[src/rtl/equeuels_ord_if.sv]
// equeuels_ord_if
//   Handshake/bus bundle between dispatch, the CDB, the memory stage and the
//   age-ordered load/store issue queue.
//   Groups:
//     dispatch_* : micro-op write port (opcode, imm, tags, operand data/valids,
//                  dispatch_en request, dispatch_ready back-pressure)
//     cdb_*      : common data bus broadcast (valid, tag, data)
//     issue_*    : head-of-queue issue port (valid/ready handshake, opcode,
//                  formed address, store data, destination tag)
//   Modports:
//     master : the environment side (dispatch, CDB, memory stage)
//     slave  : the issue queue
interface equeuels_ord_if #(
  parameter int TAG_W  = 6,
  parameter int DATA_W = 32,
  parameter int IMM_W  = 16
);
  logic              dispatch_opcode;
  logic [IMM_W-1:0]  dispatch_imm;
  logic [TAG_W-1:0]  dispatch_rdtag;
  logic [TAG_W-1:0]  dispatch_rstag;
  logic [TAG_W-1:0]  dispatch_rttag;
  logic [DATA_W-1:0] dispatch_rsdata;
  logic [DATA_W-1:0] dispatch_rtdata;
  logic              dispatch_rsvalid;
  logic              dispatch_rtvalid;
  logic              dispatch_en;
  logic              dispatch_ready;

  logic              cdb_valid;
  logic [TAG_W-1:0]  cdb_tag;
  logic [DATA_W-1:0] cdb_data;

  logic              issue_valid;
  logic              issue_ready;
  logic              issue_opcode;
  logic [DATA_W-1:0] issue_addr;
  logic [DATA_W-1:0] issue_rtdata;
  logic [TAG_W-1:0]  issue_rdtag;

  modport master (
    output dispatch_opcode, dispatch_imm, dispatch_rdtag, dispatch_rstag,
           dispatch_rttag, dispatch_rsdata, dispatch_rtdata, dispatch_rsvalid,
           dispatch_rtvalid, dispatch_en,
           cdb_valid, cdb_tag, cdb_data,
           issue_ready,
    input  dispatch_ready,
           issue_valid, issue_opcode, issue_addr, issue_rtdata, issue_rdtag
  );

  modport slave (
    input  dispatch_opcode, dispatch_imm, dispatch_rdtag, dispatch_rstag,
           dispatch_rttag, dispatch_rsdata, dispatch_rtdata, dispatch_rsvalid,
           dispatch_rtvalid, dispatch_en,
           cdb_valid, cdb_tag, cdb_data,
           issue_ready,
    output dispatch_ready,
           issue_valid, issue_opcode, issue_addr, issue_rtdata, issue_rdtag
  );
endinterface

[src/rtl/equeuels_ord.sv]
// equeuels_ord
//   Age-ordered load/store issue queue. Micro-ops are written at the tail of a
//   circular buffer, wake their base (rs) and store-data (rt) operands from CDB
//   broadcasts, and leave strictly in program order from the head. The memory
//   address (base + sign-extended offset) is formed at the output.
//   Ports:
//     clk    : clock
//     reset  : synchronous active-high reset
//     flush  : synchronous clear of all entries (mispredict recovery)
//     bus    : equeuels_ord_if.slave (dispatch, CDB and issue groups)
module equeuels_ord #(
  parameter int DEPTH  = 4,
  parameter int TAG_W  = 6,
  parameter int DATA_W = 32,
  parameter int IMM_W  = 16
) (
  input  logic           clk,
  input  logic           reset,
  input  logic           flush,
  equeuels_ord_if.slave  bus
);
  localparam int PTR_W = $clog2(DEPTH);
  localparam int CNT_W = PTR_W + 1;

  logic [PTR_W-1:0]  head_reg, tail_reg;
  logic [CNT_W-1:0]  count_reg;

  logic              busy_reg    [DEPTH];
  logic              opcode_reg  [DEPTH];
  logic [IMM_W-1:0]  imm_reg     [DEPTH];
  logic [TAG_W-1:0]  rdtag_reg   [DEPTH];
  logic [TAG_W-1:0]  rstag_reg   [DEPTH];
  logic [TAG_W-1:0]  rttag_reg   [DEPTH];
  logic [DATA_W-1:0] rsdata_reg  [DEPTH];
  logic [DATA_W-1:0] rtdata_reg  [DEPTH];
  logic              rsvalid_reg [DEPTH];
  logic              rtvalid_reg [DEPTH];

  logic              clear;
  logic              can_accept;
  logic              head_ready;
  logic              do_dispatch;
  logic              do_pop;
  logic              rs_bypass;
  logic              rt_bypass;
  logic [DEPTH-1:0]  wr_sel;
  logic [DEPTH-1:0]  pop_sel;
  logic [DEPTH-1:0]  rs_wake;
  logic [DEPTH-1:0]  rt_wake;

  // Flush shares the reset path and overrides any same-cycle dispatch/pop.
  assign clear = reset | flush;

  // Full blocks dispatch even when the head pops this cycle (no pass-through).
  assign can_accept = (count_reg != CNT_W'(DEPTH));

  // Issue readiness looks only at registered state, so a CDB wakeup in cycle N
  // makes the head issuable in cycle N+1 at the earliest.
  assign head_ready = busy_reg[head_reg] && rsvalid_reg[head_reg] &&
                      (!opcode_reg[head_reg] || rtvalid_reg[head_reg]);

  assign do_dispatch = bus.dispatch_en && can_accept;
  assign do_pop      = head_ready && bus.issue_ready;

  // A missing operand whose producer is on the CDB this very cycle is captured
  // at dispatch instead of waiting for a broadcast that has already gone by.
  assign rs_bypass = !bus.dispatch_rsvalid && bus.cdb_valid &&
                     (bus.cdb_tag == bus.dispatch_rstag);
  assign rt_bypass = !bus.dispatch_rtvalid && bus.cdb_valid &&
                     (bus.cdb_tag == bus.dispatch_rttag);

  genvar gi;
  generate
    for (gi = 0; gi < DEPTH; gi++) begin : g_entry
      localparam logic [PTR_W-1:0] IDX = PTR_W'(gi);
      assign wr_sel[gi]  = do_dispatch && (tail_reg == IDX);
      assign pop_sel[gi] = do_pop && (head_reg == IDX);
      assign rs_wake[gi] = busy_reg[gi] && !rsvalid_reg[gi] && bus.cdb_valid &&
                           (bus.cdb_tag == rstag_reg[gi]);
      assign rt_wake[gi] = busy_reg[gi] && !rtvalid_reg[gi] && bus.cdb_valid &&
                           (bus.cdb_tag == rttag_reg[gi]);
    end
  endgenerate

  // Pointers wrap naturally because DEPTH is a power of two.
  always_ff @(posedge clk) begin
    if (clear) begin
      head_reg  <= '0;
      tail_reg  <= '0;
      count_reg <= '0;
    end else begin
      if (do_dispatch) tail_reg <= tail_reg + PTR_W'(1);
      if (do_pop)      head_reg <= head_reg + PTR_W'(1);
      case ({do_dispatch, do_pop})
        2'b10:   count_reg <= count_reg + CNT_W'(1);
        2'b01:   count_reg <= count_reg - CNT_W'(1);
        default: count_reg <= count_reg;
      endcase
    end
  end

  // Entry storage. The tail slot written by dispatch is never the head slot
  // being popped (that would need the queue to be both full and empty), so the
  // write and pop/wakeup branches are mutually exclusive per entry.
  always_ff @(posedge clk) begin
    for (int i = 0; i < DEPTH; i++) begin
      if (clear) begin
        busy_reg[i]    <= 1'b0;
        rsvalid_reg[i] <= 1'b0;
        rtvalid_reg[i] <= 1'b0;
      end else if (wr_sel[i]) begin
        busy_reg[i]    <= 1'b1;
        opcode_reg[i]  <= bus.dispatch_opcode;
        imm_reg[i]     <= bus.dispatch_imm;
        rdtag_reg[i]   <= bus.dispatch_rdtag;
        rstag_reg[i]   <= bus.dispatch_rstag;
        rttag_reg[i]   <= bus.dispatch_rttag;
        rsvalid_reg[i] <= bus.dispatch_rsvalid | rs_bypass;
        rtvalid_reg[i] <= bus.dispatch_rtvalid | rt_bypass;
        rsdata_reg[i]  <= rs_bypass ? bus.cdb_data : bus.dispatch_rsdata;
        rtdata_reg[i]  <= rt_bypass ? bus.cdb_data : bus.dispatch_rtdata;
      end else begin
        if (pop_sel[i]) busy_reg[i] <= 1'b0;
        if (rs_wake[i]) begin
          rsdata_reg[i]  <= bus.cdb_data;
          rsvalid_reg[i] <= 1'b1;
        end
        if (rt_wake[i]) begin
          rtdata_reg[i]  <= bus.cdb_data;
          rtvalid_reg[i] <= 1'b1;
        end
      end
    end
  end

  assign bus.dispatch_ready = can_accept;
  assign bus.issue_valid    = head_ready;
  assign bus.issue_opcode   = opcode_reg[head_reg];
  assign bus.issue_addr     = rsdata_reg[head_reg] +
                              DATA_W'($signed(imm_reg[head_reg]));
  assign bus.issue_rtdata   = rtdata_reg[head_reg];
  assign bus.issue_rdtag    = rdtag_reg[head_reg];
endmodule
[src/flat_wrapper.sv]
// flat-port wrapper written by rule: the top's interface ports become plain ports
module equeuels_ord_flat 
#(
  parameter int DEPTH  = 4,
  parameter int TAG_W  = 6,
  parameter int DATA_W = 32,
  parameter int IMM_W  = 16
)
  (clk, reset, flush, bus_dispatch_opcode, bus_dispatch_imm, bus_dispatch_rdtag, bus_dispatch_rstag, bus_dispatch_rttag, bus_dispatch_rsdata, bus_dispatch_rtdata, bus_dispatch_rsvalid, bus_dispatch_rtvalid, bus_dispatch_en, bus_cdb_valid, bus_cdb_tag, bus_cdb_data, bus_issue_ready, bus_dispatch_ready, bus_issue_valid, bus_issue_opcode, bus_issue_addr, bus_issue_rtdata, bus_issue_rdtag);
  equeuels_ord_if #(.TAG_W(TAG_W), .DATA_W(DATA_W), .IMM_W(IMM_W)) bus_i ();
  input  logic clk;
  input  logic reset;
  input  logic flush;
  input wire logic [$bits(bus_i.dispatch_opcode)-1:0] bus_dispatch_opcode;
  input wire logic [$bits(bus_i.dispatch_imm)-1:0] bus_dispatch_imm;
  input wire logic [$bits(bus_i.dispatch_rdtag)-1:0] bus_dispatch_rdtag;
  input wire logic [$bits(bus_i.dispatch_rstag)-1:0] bus_dispatch_rstag;
  input wire logic [$bits(bus_i.dispatch_rttag)-1:0] bus_dispatch_rttag;
  input wire logic [$bits(bus_i.dispatch_rsdata)-1:0] bus_dispatch_rsdata;
  input wire logic [$bits(bus_i.dispatch_rtdata)-1:0] bus_dispatch_rtdata;
  input wire logic [$bits(bus_i.dispatch_rsvalid)-1:0] bus_dispatch_rsvalid;
  input wire logic [$bits(bus_i.dispatch_rtvalid)-1:0] bus_dispatch_rtvalid;
  input wire logic [$bits(bus_i.dispatch_en)-1:0] bus_dispatch_en;
  input wire logic [$bits(bus_i.cdb_valid)-1:0] bus_cdb_valid;
  input wire logic [$bits(bus_i.cdb_tag)-1:0] bus_cdb_tag;
  input wire logic [$bits(bus_i.cdb_data)-1:0] bus_cdb_data;
  input wire logic [$bits(bus_i.issue_ready)-1:0] bus_issue_ready;
  output wire logic [$bits(bus_i.dispatch_ready)-1:0] bus_dispatch_ready;
  output wire logic [$bits(bus_i.issue_valid)-1:0] bus_issue_valid;
  output wire logic [$bits(bus_i.issue_opcode)-1:0] bus_issue_opcode;
  output wire logic [$bits(bus_i.issue_addr)-1:0] bus_issue_addr;
  output wire logic [$bits(bus_i.issue_rtdata)-1:0] bus_issue_rtdata;
  output wire logic [$bits(bus_i.issue_rdtag)-1:0] bus_issue_rdtag;
  assign bus_i.dispatch_opcode = bus_dispatch_opcode;
  assign bus_i.dispatch_imm = bus_dispatch_imm;
  assign bus_i.dispatch_rdtag = bus_dispatch_rdtag;
  assign bus_i.dispatch_rstag = bus_dispatch_rstag;
  assign bus_i.dispatch_rttag = bus_dispatch_rttag;
  assign bus_i.dispatch_rsdata = bus_dispatch_rsdata;
  assign bus_i.dispatch_rtdata = bus_dispatch_rtdata;
  assign bus_i.dispatch_rsvalid = bus_dispatch_rsvalid;
  assign bus_i.dispatch_rtvalid = bus_dispatch_rtvalid;
  assign bus_i.dispatch_en = bus_dispatch_en;
  assign bus_i.cdb_valid = bus_cdb_valid;
  assign bus_i.cdb_tag = bus_cdb_tag;
  assign bus_i.cdb_data = bus_cdb_data;
  assign bus_i.issue_ready = bus_issue_ready;
  assign bus_dispatch_ready = bus_i.dispatch_ready;
  assign bus_issue_valid = bus_i.issue_valid;
  assign bus_issue_opcode = bus_i.issue_opcode;
  assign bus_issue_addr = bus_i.issue_addr;
  assign bus_issue_rtdata = bus_i.issue_rtdata;
  assign bus_issue_rdtag = bus_i.issue_rdtag;
  equeuels_ord #(.DEPTH(DEPTH), .TAG_W(TAG_W), .DATA_W(DATA_W), .IMM_W(IMM_W)) u_core (.clk(clk), .reset(reset), .flush(flush), .bus(bus_i));
endmodule
[config.mk]
export PLATFORM = sky130hd
export DESIGN_NAME = equeuels_ord_flat
export DESIGN_NICKNAME = d
export VERILOG_FILES = /design/src/rtl/equeuels_ord_if.sv /design/src/rtl/equeuels_ord.sv /design/src/flat_wrapper.sv
export SDC_FILE = /design/constraint.sdc
export NUM_CORES = 1
export LEC_CHECK = 0
export ABC_AREA = 0
export CAP_MARGIN = 20
export CORE_MARGIN = 1
export CORE_UTILIZATION = 52
export DETAILED_ROUTE_END_ITERATION = 10
export PLACE_DENSITY_LB_ADDON = 0.25
export SETUP_SLACK_MARGIN = 0.3
export SKIP_LAST_GASP = 1
export SLEW_MARGIN = 30
export SYNTH_ARGS = -nofsm -noshare
export SYNTH_HDL_FRONTEND = slang
export SYNTH_SLANG_ARGS = --single-unit
[constraint.sdc]
create_clock -name clk -period 4.2 [get_ports clk]
set_clock_uncertainty 0.05 [all_clocks]
set_input_delay 0.63 -clock clk [delete_from_list [all_inputs] [get_ports clk]]
set_output_delay 0.63 -clock clk [all_outputs]
set_load 0.03 [all_outputs]
# After elaboration in Yosys (flattened, before gate mapping)
# Memory sizes are Yosys's and may differ from the RTL's. A register that Yosys moved wholly into a read port is not among the register bits.
# Cells that the tools add are included.
# op_classes
n_addsub	5
eq_ne	19
mux	158
bitwise_logic	35
reduce_logical	70
# ops
cell	n
$mux 32	10
$mux 1	104
$mux 2	31
$eq 6x6->1	10
$mux 6	9
$reduce_or 6->1	9
$mux 16	3
$reduce_or 16->1	3
$logic_and 1x1->1	40
$or 1x1->1	35
$add 32x32->32	1
$logic_not 1->1	11
$eq 2x2->1 const B	5
$eq 2x1->1 const B	3
$pmux 3 s2	1
$add 2x1->2 const B	2
$logic_not 2->1	2
$add 3x1->3 const B	1
$ne 3x3->1 const B	1
$reduce_or 1->1	3
$sub 3x1->3 const B	1
$reduce_bool 2->1	1
$logic_or 1x1->1	1
# totals
ff_bits	7
ram_bits	408
output_inout_bits	73
mem_count	10
# mem_list
name	depth	width	rd	rd_ports_with_merged_regs	wr	line_no	text
u_core.rsdata_reg	4	32	1	1	4	equeuels_ord.sv:34	logic [DATA_W-1:0] rsdata_reg [DEPTH];
u_core.rtdata_reg	4	32	1	1	4	equeuels_ord.sv:35	logic [DATA_W-1:0] rtdata_reg [DEPTH];
u_core.imm_reg	4	16	1	1	1	equeuels_ord.sv:30	logic [IMM_W-1:0] imm_reg [DEPTH];
u_core.rdtag_reg	4	6	1	1	1	equeuels_ord.sv:31	logic [TAG_W-1:0] rdtag_reg [DEPTH];
u_core.rstag_reg	4	6	4	0	1	equeuels_ord.sv:32	logic [TAG_W-1:0] rstag_reg [DEPTH];
u_core.rttag_reg	4	6	4	0	1	equeuels_ord.sv:33	logic [TAG_W-1:0] rttag_reg [DEPTH];
4 more memories	n/a	n/a	n/a	n/a	n/a	n/a	

# Longest topological paths before layout
# logic_depth
ltp_word	10
depth_mapped	16
depth_no_buf	13

# Least setup slack after synthesis
# OpenSTA, ideal clock, no wires.
# synth_timing
path_type	flip-flop to output port
from	register with a tool-made name
to	output bus_issue_addr[18]
arrival_ns	4.130
t_required_ns	3.520
slack_ns	-0.610
path_stages_with_launch	15
path_cell_list	dfxtp_1 > clkbuf_1 > buf_1 > buf_2 > mux4_2 > ha_1 > and4_4 > nor2b_1 > or3_1 > a31oi_2 > o21bai_2 > a21oi_2 > o21bai_2 > and4_1 > nor3_2
# synth_rtl
item	line_no	text
end: declaration	flat_wrapper.sv:31	output wire logic [$bits(bus_i.issue_addr)-1:0] bus_issue_addr;

==> summary.txt <==
Drt
  • Post-Route WL: 52890 um
  • DR WL/cell: 24.53 um
  • DR vias: 12670
  • Initial drt markers: 1033
  • Detailed Routing Iterations Pass 1: 5
  • Via/cell ratio: 5.877
  • DR DRC count: 0
  • Final ANT Viol Nets: 0

Status
  • Failing checks: setup timing
  • Status: finished, violations left

Global routing
  • First-pass GRT wire length: 79100 um
  • Grt ovf: 0
  • GRT Total Usage: 26.09%
  • Initial antenna violation count: 3
  • Largest net degree at the start of global routing: 42
  • Vias in the first global route: 12980

Synth
  • Sequential share of the synthesized area: 60.22%
  • Synth Flop Type: edfxtp_1
  • Syn Nets: 1454
  • Mapped cell area: 20640 sq um
  • Library cells used by synthesis: 61
  • Post-synth EDFFs: 408
  • Syn. warnings: 0
  • Synth Register Bits: 417
  • Post-synth top area share: 59.35%
  • Avg Synthesized Cell Area: 16.29 sq um
  • Area contributors post-synth: edfxtp_1, mux2_2, mux4_2
  • FFs w/ async S/R, synth: 0%
  • Cells after Synth: 1267
  • Leading area contributor after synthesis: edfxtp_1

Clock network
  • Maximum root-to-sink buffer count: 3
  • CTS root buffer: clkbuf_16
  • CTS tree: built
  • Num CTS Buffers: 45
  • Hold Buf Count CTS: 0
  • Reg clk slew, reported paths: 60 ps
  • H-tree levels: 2
  • Later-pin clock latency in the skew report: 560 ps
  • Total clock sinks: 417

Critical path
  • Crit path capture type: output port
  • Worst Path Arrival: 4070 ps
  • Maximum fanout along the worst path: 5
  • CP Class: flop to output port
  • Worst EP required: 3520 ps
  • CP startpoint kind: flop

Power
  • Pwr/cell area: 358.0 nW/um^2
  • P_leak: 9.229 nW
  • Power Total: 9.659 mW
  • Worst VDD drop: 0.3622 mV

Timing
  • Setup violators final: 26
  • Max frequency: 210.7 MHz
  • Slew @ Worst Pin: 704.6 ps
  • Final period util: 113.0%
  • Max-slew violations: 0
  • Post-route worst setup slack: -546.0 ps
  • Fin. Hold Viols: 0
  • RSZ-0062 raised after global routing: yes
  • Slew headroom: 52.88%
  • Tmin final: 4746 ps

Die
  • Initial Utilization: 53.05%
  • Area of the die: 40500 sq um
  • Row cnt: 72
  • Die width: 201.3 um
  • Chip height: 201.3 um
  • IO Count: 218
  • Core ar.: 38920 sq um

Layout
  • Layout cells sized above 1: 40.32%
  • Fin nets: 1786
  • P&R area growth vs syn: 30.67%
  • Fillers: 2554
  • Most common cell after layout, fill and taps aside: edfxtp_1
  • Post-route cell area: 26980 sq um
  • Multi-input logic area: 8498 sq um
  • Sequential Area: 12440 sq um
  • Final Non-Filler Cells: 2156
  • Most frequent cells in the layout: edfxtp_1, mux2_2, clkdlybuf4s50_1, mux4_2, buf_4

Run
  • Max-cap violations: 0

Placement
  • Dpl cells: 2017
  • HPWL Detailed: 33610 um
  • Gpl congestion: 0.9221
  • IO buf count: 217
  • Area after DPL: 24400 sq um

Hold path
  • Min-delay worst type: flop to flop
-- critical path, stage by stage, from the launching register on --
cell	delay, ps
dfxtp_4	420
buf_4	140
buf_4	100
buf_6	110
mux4_2	540
ha_4	280
and4_4	180
nor2b_2	150
o311a_1	300
a211oi_2	190
buf_4	160
a21oi_4	60
a22oi_2	240
a21oi_2	130
a311o_2	350
buf_12	140
-- cell usage after synthesis (25+ instances only) --
library cell	count
inv_1	31
xnor2_1	38
o21ai_0	25
edfxtp_1	408
nor2_1	29
buf_2	29
nand2_1	62
ha_1	40
mux4_2	87
a21oi_1	31
xor2_1	51
mux2_2	256
-- layout make-up --
class                           instances  share of cell area, %
Antenna cell                            6                0.05566
Clock buffer                           59                  4.406
Clock inverter                         21                 0.8627
Inverter                               32                 0.4452
Multi-Input combinational cell        760                  31.50
Sequential cell                       417                  46.11
Tap cell                              518                  2.402
Timing Repair Buffer                  343                  14.22
-- per-layer routing --
metal  routed length [um]  track usage, %  up-vias  part of all wire, %
li1                     -               -     5671                    -
met1                22730           36.75     6471                   43
met2                25690           42.13      467                   49
met3                 3509           5.199       60                  6.6
met4                  947           5.898        2                  1.8
met5                   17               0        -                0.032
-- cells by family after synthesis --
group | Yosys count | synth area share [%]
xor+xnor | 89 | 3.776
flops | 417 | 60.22
mux | 343 | 23.45
buf+inv | 90 | 1.976
fa+ha+maj | 42 | 2.618
simple gates | 168 | 3.994
compound gates | 118 | 3.964
-- through the flow --
| stage | setup TNS (ps) | setup WS (ps) | hold slack (ps) | utilization (%) |
|---|---|---|---|---|
| floorplan | 0 | 263.1 | 408.4 | - |
| global placement | -31.13 | -17.40 | 424.5 | 62.70 |
| detailed placement | -190.2 | -58.58 | 439.2 | 62.70 |
| CTS | -7052 | -514.6 | 445.8 | 68.59 |
| global route | -12580 | -671.1 | 475.4 | 69.29 |
| finish | -9376 | -546.0 | 444.9 | 69.32 |
-- power by group --
part           internal (mW)  leakage [nW]  switching (mW)
logic                  0.608          4.76           0.535
clock network           2.29         0.683            1.58
registers               4.62          3.79          0.0169
total                   7.52          9.23            2.14
-- path summary, 6_finish.rpt --
path / from / end / slack [ps] / depth (start not counted)
setup reg to reg: flop / u_core.count_reg[2] / 550 / 15
hold reg to reg: u_core.count_reg[2] / u_core.count_reg[2] / 440 / 2
setup / recovery: flop / bus_issue_addr[30] / -550 / 15
hold / removal: u_core.count_reg[2] / u_core.count_reg[2] / 440 / 2
-- what timing repair did --
item | 4_1_cts | 5_1_grt
gates cloned | 2 | 0
endpoints found under the setup margin | 28 | 30
buffers inserted | 38 | 13
pin swaps | 41 | 30
hold endpoints to repair | 0 | 0
gates resized for setup | 89 | 36
Note: power is estimated with default switching activity, not from simulation.
